`src/rtl/reg_write_arbiter_if.sv`:
```
// ---------------------------------------------------------------------------
// reg_write_arbiter_if
//   Writeback bus between the two requesters (ALU pipe, load/store unit), the
//   arbiter, and the register file write port.
//
//   Signals
//     Alu_Wr_Valid/Addr/Data  ALU writeback request (held until Ready)
//     Alu_Wr_Ready            ALU request granted this cycle
//     Lsu_Wr_Valid/Addr/Data  load-return writeback request (held until Ready)
//     Lsu_Wr_Ready            LSU request granted this cycle
//     Rf_Wr_En/Addr/Data      registered register file write port
//
//   Modports
//     master  requester / register-file side (drives requests, sees grants)
//     slave   arbiter side (consumes requests, drives grants and write port)
// ---------------------------------------------------------------------------
interface reg_write_arbiter_if #(
  parameter int unsigned DATA_W = 32,
  parameter int unsigned ADDR_W = 5
);

  logic              Alu_Wr_Valid;
  logic [ADDR_W-1:0] Alu_Wr_Addr;
  logic [DATA_W-1:0] Alu_Wr_Data;
  logic              Alu_Wr_Ready;

  logic              Lsu_Wr_Valid;
  logic [ADDR_W-1:0] Lsu_Wr_Addr;
  logic [DATA_W-1:0] Lsu_Wr_Data;
  logic              Lsu_Wr_Ready;

  logic              Rf_Wr_En;
  logic [ADDR_W-1:0] Rf_Wr_Addr;
  logic [DATA_W-1:0] Rf_Wr_Data;

  modport master (
    output Alu_Wr_Valid, Alu_Wr_Addr, Alu_Wr_Data,
    output Lsu_Wr_Valid, Lsu_Wr_Addr, Lsu_Wr_Data,
    input  Alu_Wr_Ready, Lsu_Wr_Ready,
    input  Rf_Wr_En, Rf_Wr_Addr, Rf_Wr_Data
  );

  modport slave (
    input  Alu_Wr_Valid, Alu_Wr_Addr, Alu_Wr_Data,
    input  Lsu_Wr_Valid, Lsu_Wr_Addr, Lsu_Wr_Data,
    output Alu_Wr_Ready, Lsu_Wr_Ready,
    output Rf_Wr_En, Rf_Wr_Addr, Rf_Wr_Data
  );

endinterface

```
`src/rtl/reg_write_arbiter.sv`:
```
// ---------------------------------------------------------------------------
// reg_write_arbiter
//   Owns the single write port of the GP register file. After reset it sweeps
//   INIT_VALUE into x1..x(NUM_REGS-1), one register per cycle, then arbitrates
//   writeback between the ALU and the LSU. LSU has fixed priority; an ALU
//   request that has been stalled STARVE_MAX consecutive cycles is forced
//   through. Writes to x0 are accepted but never reach the register file.
//
//   Ports
//     Clk_Core   in   core clock, rising edge
//     Rst_Core   in   asynchronous reset, active-high
//     Init_Busy  out  1 while the init sweep is in progress
//     Wr_Bus     slave side of reg_write_arbiter_if (requests, grants,
//                registered register file write port)
// ---------------------------------------------------------------------------
module reg_write_arbiter #(
  parameter int unsigned       DATA_W     = 32,
  parameter int unsigned       ADDR_W     = 5,
  parameter int unsigned       NUM_REGS   = 32,
  parameter int unsigned       STARVE_MAX = 3,
  parameter logic [DATA_W-1:0] INIT_VALUE = '0
) (
  input  logic                 Clk_Core,
  input  logic                 Rst_Core,
  output logic                 Init_Busy,
  reg_write_arbiter_if.slave   Wr_Bus
);

  localparam int unsigned       CNT_W     = (STARVE_MAX < 1) ? 1 : $clog2(STARVE_MAX + 1);
  localparam logic [ADDR_W-1:0] LAST_ADDR = ADDR_W'(NUM_REGS - 1);
  localparam logic [CNT_W-1:0]  CNT_MAX   = CNT_W'(STARVE_MAX);

  typedef enum logic {
    ST_INIT,
    ST_RUN
  } state_t;

  state_t            r_state;
  logic [ADDR_W-1:0] r_ptr;
  logic [CNT_W-1:0]  r_starve;
  logic              r_rf_en;
  logic [ADDR_W-1:0] r_rf_addr;
  logic [DATA_W-1:0] r_rf_data;

  logic              w_alu_valid;
  logic              w_lsu_valid;
  logic              w_starved;
  logic              w_alu_ready;
  logic              w_lsu_ready;
  logic              w_xfer;
  logic [ADDR_W-1:0] w_sel_addr;
  logic [DATA_W-1:0] w_sel_data;

  assign w_alu_valid = Wr_Bus.Alu_Wr_Valid;
  assign w_lsu_valid = Wr_Bus.Lsu_Wr_Valid;
  assign w_starved   = (r_starve == CNT_MAX);

  // Grant decision. Both readies stay low during the sweep so requesters
  // simply keep holding their requests until RUN.
  always_comb begin
    w_alu_ready = 1'b0;
    w_lsu_ready = 1'b0;
    if (r_state == ST_RUN) begin
      if (w_starved && w_alu_valid) begin
        w_alu_ready = 1'b1;
      end else if (w_lsu_valid) begin
        w_lsu_ready = 1'b1;
      end else if (w_alu_valid) begin
        w_alu_ready = 1'b1;
      end
    end
  end

  // Readies are one-hot and never raised without valid, so the ready itself
  // selects the winning payload.
  assign w_xfer     = w_alu_ready | w_lsu_ready;
  assign w_sel_addr = w_lsu_ready ? Wr_Bus.Lsu_Wr_Addr : Wr_Bus.Alu_Wr_Addr;
  assign w_sel_data = w_lsu_ready ? Wr_Bus.Lsu_Wr_Data : Wr_Bus.Alu_Wr_Data;

  always_ff @(posedge Clk_Core or posedge Rst_Core) begin
    if (Rst_Core) begin
      r_state   <= ST_INIT;
      r_ptr     <= ADDR_W'(1);
      r_starve  <= '0;
      r_rf_en   <= 1'b0;
      r_rf_addr <= '0;
      r_rf_data <= '0;
    end else begin
      case (r_state)
        ST_INIT: begin
          r_rf_en   <= 1'b1;
          r_rf_addr <= r_ptr;
          r_rf_data <= INIT_VALUE;
          r_ptr     <= r_ptr + ADDR_W'(1);
          r_starve  <= '0;
          if (r_ptr == LAST_ADDR) begin
            r_state <= ST_RUN;
          end
        end

        ST_RUN: begin
          // Write port pulses for one cycle per transfer; address and data
          // keep their last value otherwise. A transfer to x0 is consumed
          // but leaves the write port idle.
          r_rf_en <= 1'b0;
          if (w_xfer && (w_sel_addr != '0)) begin
            r_rf_en   <= 1'b1;
            r_rf_addr <= w_sel_addr;
            r_rf_data <= w_sel_data;
          end

          // Consecutive ALU stall cycles, saturating; any cycle without an
          // ALU request or with an ALU grant restarts the count.
          if (w_alu_valid && !w_alu_ready) begin
            if (!w_starved) begin
              r_starve <= r_starve + CNT_W'(1);
            end
          end else begin
            r_starve <= '0;
          end
        end

        default: begin
          r_state <= ST_INIT;
        end
      endcase
    end
  end

  assign Init_Busy           = (r_state == ST_INIT);
  assign Wr_Bus.Alu_Wr_Ready = w_alu_ready;
  assign Wr_Bus.Lsu_Wr_Ready = w_lsu_ready;
  assign Wr_Bus.Rf_Wr_En     = r_rf_en;
  assign Wr_Bus.Rf_Wr_Addr   = r_rf_addr;
  assign Wr_Bus.Rf_Wr_Data   = r_rf_data;

endmodule

```
`src/flat_wrapper.sv`:
```
// flat-port wrapper written by rule: the top's interface ports become plain ports
module reg_write_arbiter_flat 
#(
  parameter int unsigned       DATA_W     = 32,
  parameter int unsigned       ADDR_W     = 5,
  parameter int unsigned       NUM_REGS   = 32,
  parameter int unsigned       STARVE_MAX = 3,
  parameter logic [DATA_W-1:0] INIT_VALUE = '0
)
  (Clk_Core, Rst_Core, Init_Busy, Wr_Bus_Alu_Wr_Valid, Wr_Bus_Alu_Wr_Addr, Wr_Bus_Alu_Wr_Data, Wr_Bus_Lsu_Wr_Valid, Wr_Bus_Lsu_Wr_Addr, Wr_Bus_Lsu_Wr_Data, Wr_Bus_Alu_Wr_Ready, Wr_Bus_Lsu_Wr_Ready, Wr_Bus_Rf_Wr_En, Wr_Bus_Rf_Wr_Addr, Wr_Bus_Rf_Wr_Data);
  reg_write_arbiter_if #(.DATA_W(DATA_W), .ADDR_W(ADDR_W)) Wr_Bus_i ();
  input  logic Clk_Core;
  input  logic Rst_Core;
  output logic Init_Busy;
  input wire logic [$bits(Wr_Bus_i.Alu_Wr_Valid)-1:0] Wr_Bus_Alu_Wr_Valid;
  input wire logic [$bits(Wr_Bus_i.Alu_Wr_Addr)-1:0] Wr_Bus_Alu_Wr_Addr;
  input wire logic [$bits(Wr_Bus_i.Alu_Wr_Data)-1:0] Wr_Bus_Alu_Wr_Data;
  input wire logic [$bits(Wr_Bus_i.Lsu_Wr_Valid)-1:0] Wr_Bus_Lsu_Wr_Valid;
  input wire logic [$bits(Wr_Bus_i.Lsu_Wr_Addr)-1:0] Wr_Bus_Lsu_Wr_Addr;
  input wire logic [$bits(Wr_Bus_i.Lsu_Wr_Data)-1:0] Wr_Bus_Lsu_Wr_Data;
  output wire logic [$bits(Wr_Bus_i.Alu_Wr_Ready)-1:0] Wr_Bus_Alu_Wr_Ready;
  output wire logic [$bits(Wr_Bus_i.Lsu_Wr_Ready)-1:0] Wr_Bus_Lsu_Wr_Ready;
  output wire logic [$bits(Wr_Bus_i.Rf_Wr_En)-1:0] Wr_Bus_Rf_Wr_En;
  output wire logic [$bits(Wr_Bus_i.Rf_Wr_Addr)-1:0] Wr_Bus_Rf_Wr_Addr;
  output wire logic [$bits(Wr_Bus_i.Rf_Wr_Data)-1:0] Wr_Bus_Rf_Wr_Data;
  assign Wr_Bus_i.Alu_Wr_Valid = Wr_Bus_Alu_Wr_Valid;
  assign Wr_Bus_i.Alu_Wr_Addr = Wr_Bus_Alu_Wr_Addr;
  assign Wr_Bus_i.Alu_Wr_Data = Wr_Bus_Alu_Wr_Data;
  assign Wr_Bus_i.Lsu_Wr_Valid = Wr_Bus_Lsu_Wr_Valid;
  assign Wr_Bus_i.Lsu_Wr_Addr = Wr_Bus_Lsu_Wr_Addr;
  assign Wr_Bus_i.Lsu_Wr_Data = Wr_Bus_Lsu_Wr_Data;
  assign Wr_Bus_Alu_Wr_Ready = Wr_Bus_i.Alu_Wr_Ready;
  assign Wr_Bus_Lsu_Wr_Ready = Wr_Bus_i.Lsu_Wr_Ready;
  assign Wr_Bus_Rf_Wr_En = Wr_Bus_i.Rf_Wr_En;
  assign Wr_Bus_Rf_Wr_Addr = Wr_Bus_i.Rf_Wr_Addr;
  assign Wr_Bus_Rf_Wr_Data = Wr_Bus_i.Rf_Wr_Data;
  reg_write_arbiter #(.DATA_W(DATA_W), .ADDR_W(ADDR_W), .NUM_REGS(NUM_REGS), .STARVE_MAX(STARVE_MAX), .INIT_VALUE(INIT_VALUE)) u_core (.Clk_Core(Clk_Core), .Rst_Core(Rst_Core), .Init_Busy(Init_Busy), .Wr_Bus(Wr_Bus_i));
endmodule
```
`config.mk`:
```
export PLATFORM = sky130hd
export DESIGN_NAME = reg_write_arbiter_flat
export DESIGN_NICKNAME = d
export VERILOG_FILES = /design/src/rtl/reg_write_arbiter_if.sv /design/src/rtl/reg_write_arbiter.sv /design/src/flat_wrapper.sv
export SDC_FILE = /design/constraint.sdc
export NUM_CORES = 1
export LEC_CHECK = 0
export CAP_MARGIN = 10
export CELL_PAD_IN_SITES_DETAIL_PLACEMENT = 0
export CELL_PAD_IN_SITES_GLOBAL_PLACEMENT = 1
export CORE_ASPECT_RATIO = 0.9
export CORE_MARGIN = 4
export CORE_UTILIZATION = 30
export DETAILED_ROUTE_END_ITERATION = 12
export PLACE_DENSITY_LB_ADDON = 0.1
export SYNTH_ARGS = -nofsm -noshare
export SYNTH_HDL_FRONTEND = slang
export SYNTH_SLANG_ARGS = --single-unit
```
`constraint.sdc`:
```
create_clock -name Clk_Core -period 2.2 [get_ports Clk_Core]
set_input_delay 0.44 -clock Clk_Core [delete_from_list [all_inputs] [get_ports Clk_Core]]
set_output_delay 0.44 -clock Clk_Core [all_outputs]
set_load 0.005 [all_outputs]
```
==> results.sh <==
export IMPL_swShare=0.259
export IMPL_cap_viol_max_count=0
export IMPL_cts_htree_levels=2
export IMPL_grt_pass1_wl_um=12200
export IMPL_drive_above_1_share=0.183
export IMPL_grt_pass1_vias=2440
export IMPL_viasPerCell=4.93
export IMPL_std_cell_rows=30
export IMPL_synth_area_mm2=0.00243
export IMPL_synth_area_per_cell_um2=10.2
export IMPL_n_fill_cell=744
export IMPL_cp_top_family="buffers and inverters"
export IMPL_crit_chain="inv_1, clkdlybuf4s50_1"
export IMPL_fmax_mhz=488
export IMPL_post_route_period_util=0.931
export IMPL_slowest_stage="clkdlybuf4s50_1"
export IMPL_area_growth_pct=65.7
export IMPL_grt_usage=0.162
export IMPL_rsz0062_at_grt="no"
export IMPL_status="completed"
export IMPL_tightest_slew_ns=0.452
export IMPL_io_pins=119
export IMPL_seqPwrFrac=0.435
export IMPL_cts_tree="yes"
export IMPL_p_switching_mw=0.577
export IMPL_die_y_um=93.5
export IMPL_cts_sinks=46
export IMPL_required_ns=1.76
export IMPL_setup_ws_ns=0.151
export IMPL_synth_area_leaders="dfrtp_1 (46%), a311oi_2 (6.2%), nand2_1 (5.1%)"
export IMPL_max_clock_path_buffers=2
export IMPL_slowest_delay_ns=0.61
export IMPL_grt_max_degree=23
export IMPL_slew_violations=0
export IMPL_worst_path_buf_inv=2
export IMPL_dp_cells=464
export IMPL_wire_per_inst_um=16.3
export IMPL_synthArstFlopShare=1.00
export IMPL_synthFlopType="dfrtp_1"
export IMPL_hold_buffers=0
export IMPL_fin_nets=457
export IMPL_ant_nets=0
export IMPL_diodes=0
export IMPL_fin_skew_ns=0.00607
export IMPL_clk_latency_ns=0.30
export IMPL_instances_no_fill=473
export IMPL_gp_congestion=0.765
export IMPL_crit_arrival_ns=1.61
export IMPL_drc_errors=0
export IMPL_synth_edff_count=0
export IMPL_leakage_nw=1.71
export IMPL_dp_slack_ns=-0.294
export IMPL_startpoint_type="flop"
export IMPL_cellPowerDensity_mw_per_mm2=552
export IMPL_finalWirelength_um=7700
export IMPL_yosysWarningCount=0
export IMPL_vias=2334
export IMPL_antenna_found_initial=0
export IMPL_synth_cell_type_count=45
export IMPL_peakVddDrop_uv=349
export IMPL_drt_first_pass_iters=4
export IMPL_core_area_mm2=0.00773
export IMPL_synth_top_area_cell="dfrtp_1"
export IMPL_synth_top_area_frac=0.462
export IMPL_numCtsBuffers=5
export IMPL_die_area_mm2=0.00962
export IMPL_setup_viol_count_final=0
export IMPL_yosysSeqAreaShare=0.473
export IMPL_pwr_share_clk=0.285
export IMPL_synth_nets=319
export IMPL_clk_pin_slew_ns=0.09
export IMPL_whs_ns=0.439
export IMPL_portBuffers=118
export IMPL_hp_class="reg2reg"
export IMPL_final_hold_viol_count=0
export IMPL_start_util=0.315
export IMPL_period_needed_ns=2.05
export IMPL_internal_power_mw=1.65
export IMPL_synthTopCellsByCount="dfrtp_1 (45), nand2_1 (33), inv_1 (23), nor3_1 (17), a22oi_1 (16)"
export IMPL_cp_max_fo=6
export IMPL_drt_iter0_drc=51
export IMPL_root_buffer="clkbuf_8"
export IMPL_hpwl_um=5770
export IMPL_critPathKind="reg2out"
export IMPL_endpoint_kind="output pin"
export IMPL_synth_seq_cells=46
export IMPL_syn_inst=238
export IMPL_grt_overflow=0
export IMPL_yosysMostFrequentCell="dfrtp_1"
export IMPL_die_w_um=103
export IMPL_relSlewSlack=0.698
export IMPL_pwr_share_comb=0.280
[stage by stage]
stage	TNS (ns)	power, mW	area, um^2	util
4_1_cts	0	2.25	4010	0.519
2_1_floorplan	0	1.21	2430	-
5_1_grt	0	2.34	4030	0.522
3_3_place_gp	-5.43	1.61	3890	0.503
6_report	0	2.23	4030	0.522
3_5_place_dp	-5.45	1.61	3890	0.503
[per-layer routing]
metal,global-route usage,part of all wire,vias to the layer above
met1,0.196,0.43,1099
met3,0.0559,0.091,10
li1,-,-,1137
met5,0,0,-
met2,0.271,0.47,88
met4,0.0453,0.013,0
[layout make-up]
| class | count | area [um^2] | area share |
|---|---|---|---|
| clock inverters | 3 | 40.0 | 0.00993 |
| clock buffers | 5 | 68.8 | 0.0171 |
| multi-input cells | 153 | 1120 | 0.279 |
| well taps | 96 | 120 | 0.0298 |
| inverters | 25 | 93.8 | 0.0233 |
| repair buffers | 145 | 1430 | 0.355 |
| flip-flops and latches | 46 | 1150 | 0.286 |
[cell usage in the layout, fill, tap and decap left out, drive strengths merged, types with 2 or more instances in the layout]
master and count:
nor3 17, buf 27, dfrtp 45, a211oi 2, clkinv 2, inv 25
o21ai 16, nand2 35, mux2 3, a22oi 16, a221oi 5, clkbuf 5
xnor2 3, or2 2, nand3 4, a311oi 16, ha 3, nor4 3
dlygate4sd2 2, a21oi 6, clkdlybuf4s50 115, a211o 2, nor2 8, nand4 2
[registers in the layout, indices dropped and copies added (netlist names)]
signal and flops:
u_core.r_ptr 5, u_core.Wr_Bus.Rf_Wr_En 1, u_core.Wr_Bus.Rf_Wr_Data 32, u_core.r_starve 2
u_core.r_state 1, u_core.Wr_Bus.Rf_Wr_Addr 5
[logic make-up (layout without fill, tap and decap cells)]
group           after synthesis  after routing  share of synthesized area
fa+ha+maj                     3              3                     0.0154
buf+inv                      39            178                     0.0750
simple gates                 74             74                      0.154
flops                        46             46                      0.473
xor+xnor                      3              3                     0.0108
compound gates               70             70                      0.258
mux                           3              3                     0.0139
[final timing paths]
kind	from	end	cells past startpoint	slack [ns]
hold / removal	u_core.r_starve[0]	u_core.r_starve[0]	1	0.44
setup reg to reg	u_core.r_starve[0]	u_core.Wr_Bus.Rf_Wr_Data[14]	7	0.33
hold reg to reg	u_core.r_starve[0]	u_core.r_starve[0]	1	0.44
min in group asynchronous	Rst_Core	u_core.Wr_Bus.Rf_Wr_Addr[1]	2	0.46
max in group asynchronous	Rst_Core	u_core.Wr_Bus.Rf_Wr_Addr[3]	3	1.14
setup / recovery	u_core.r_state	Init_Busy	2	0.15
[timing repair]
action                     CTS  global route
hold endpoints to repair     0             0
pin swaps                    0             1
setup buffers                0             1
gates resized for setup      4             1
setup endpoints to repair    2            17
[power by group through the flow]
stage / clock network (mW) / registers [mW] / logic (mW)
after global routing: 0.687 / 0.980 / 0.678
after global placement: 0 / 0.983 / 0.625
after floorplan: 0 / 0.991 / 0.216
final: 0.635 / 0.969 / 0.622
after detailed placement: 0 / 0.986 / 0.626
after CTS: 0.653 / 0.970 / 0.630
Note: power is estimated with default switching activity, not from simulation.
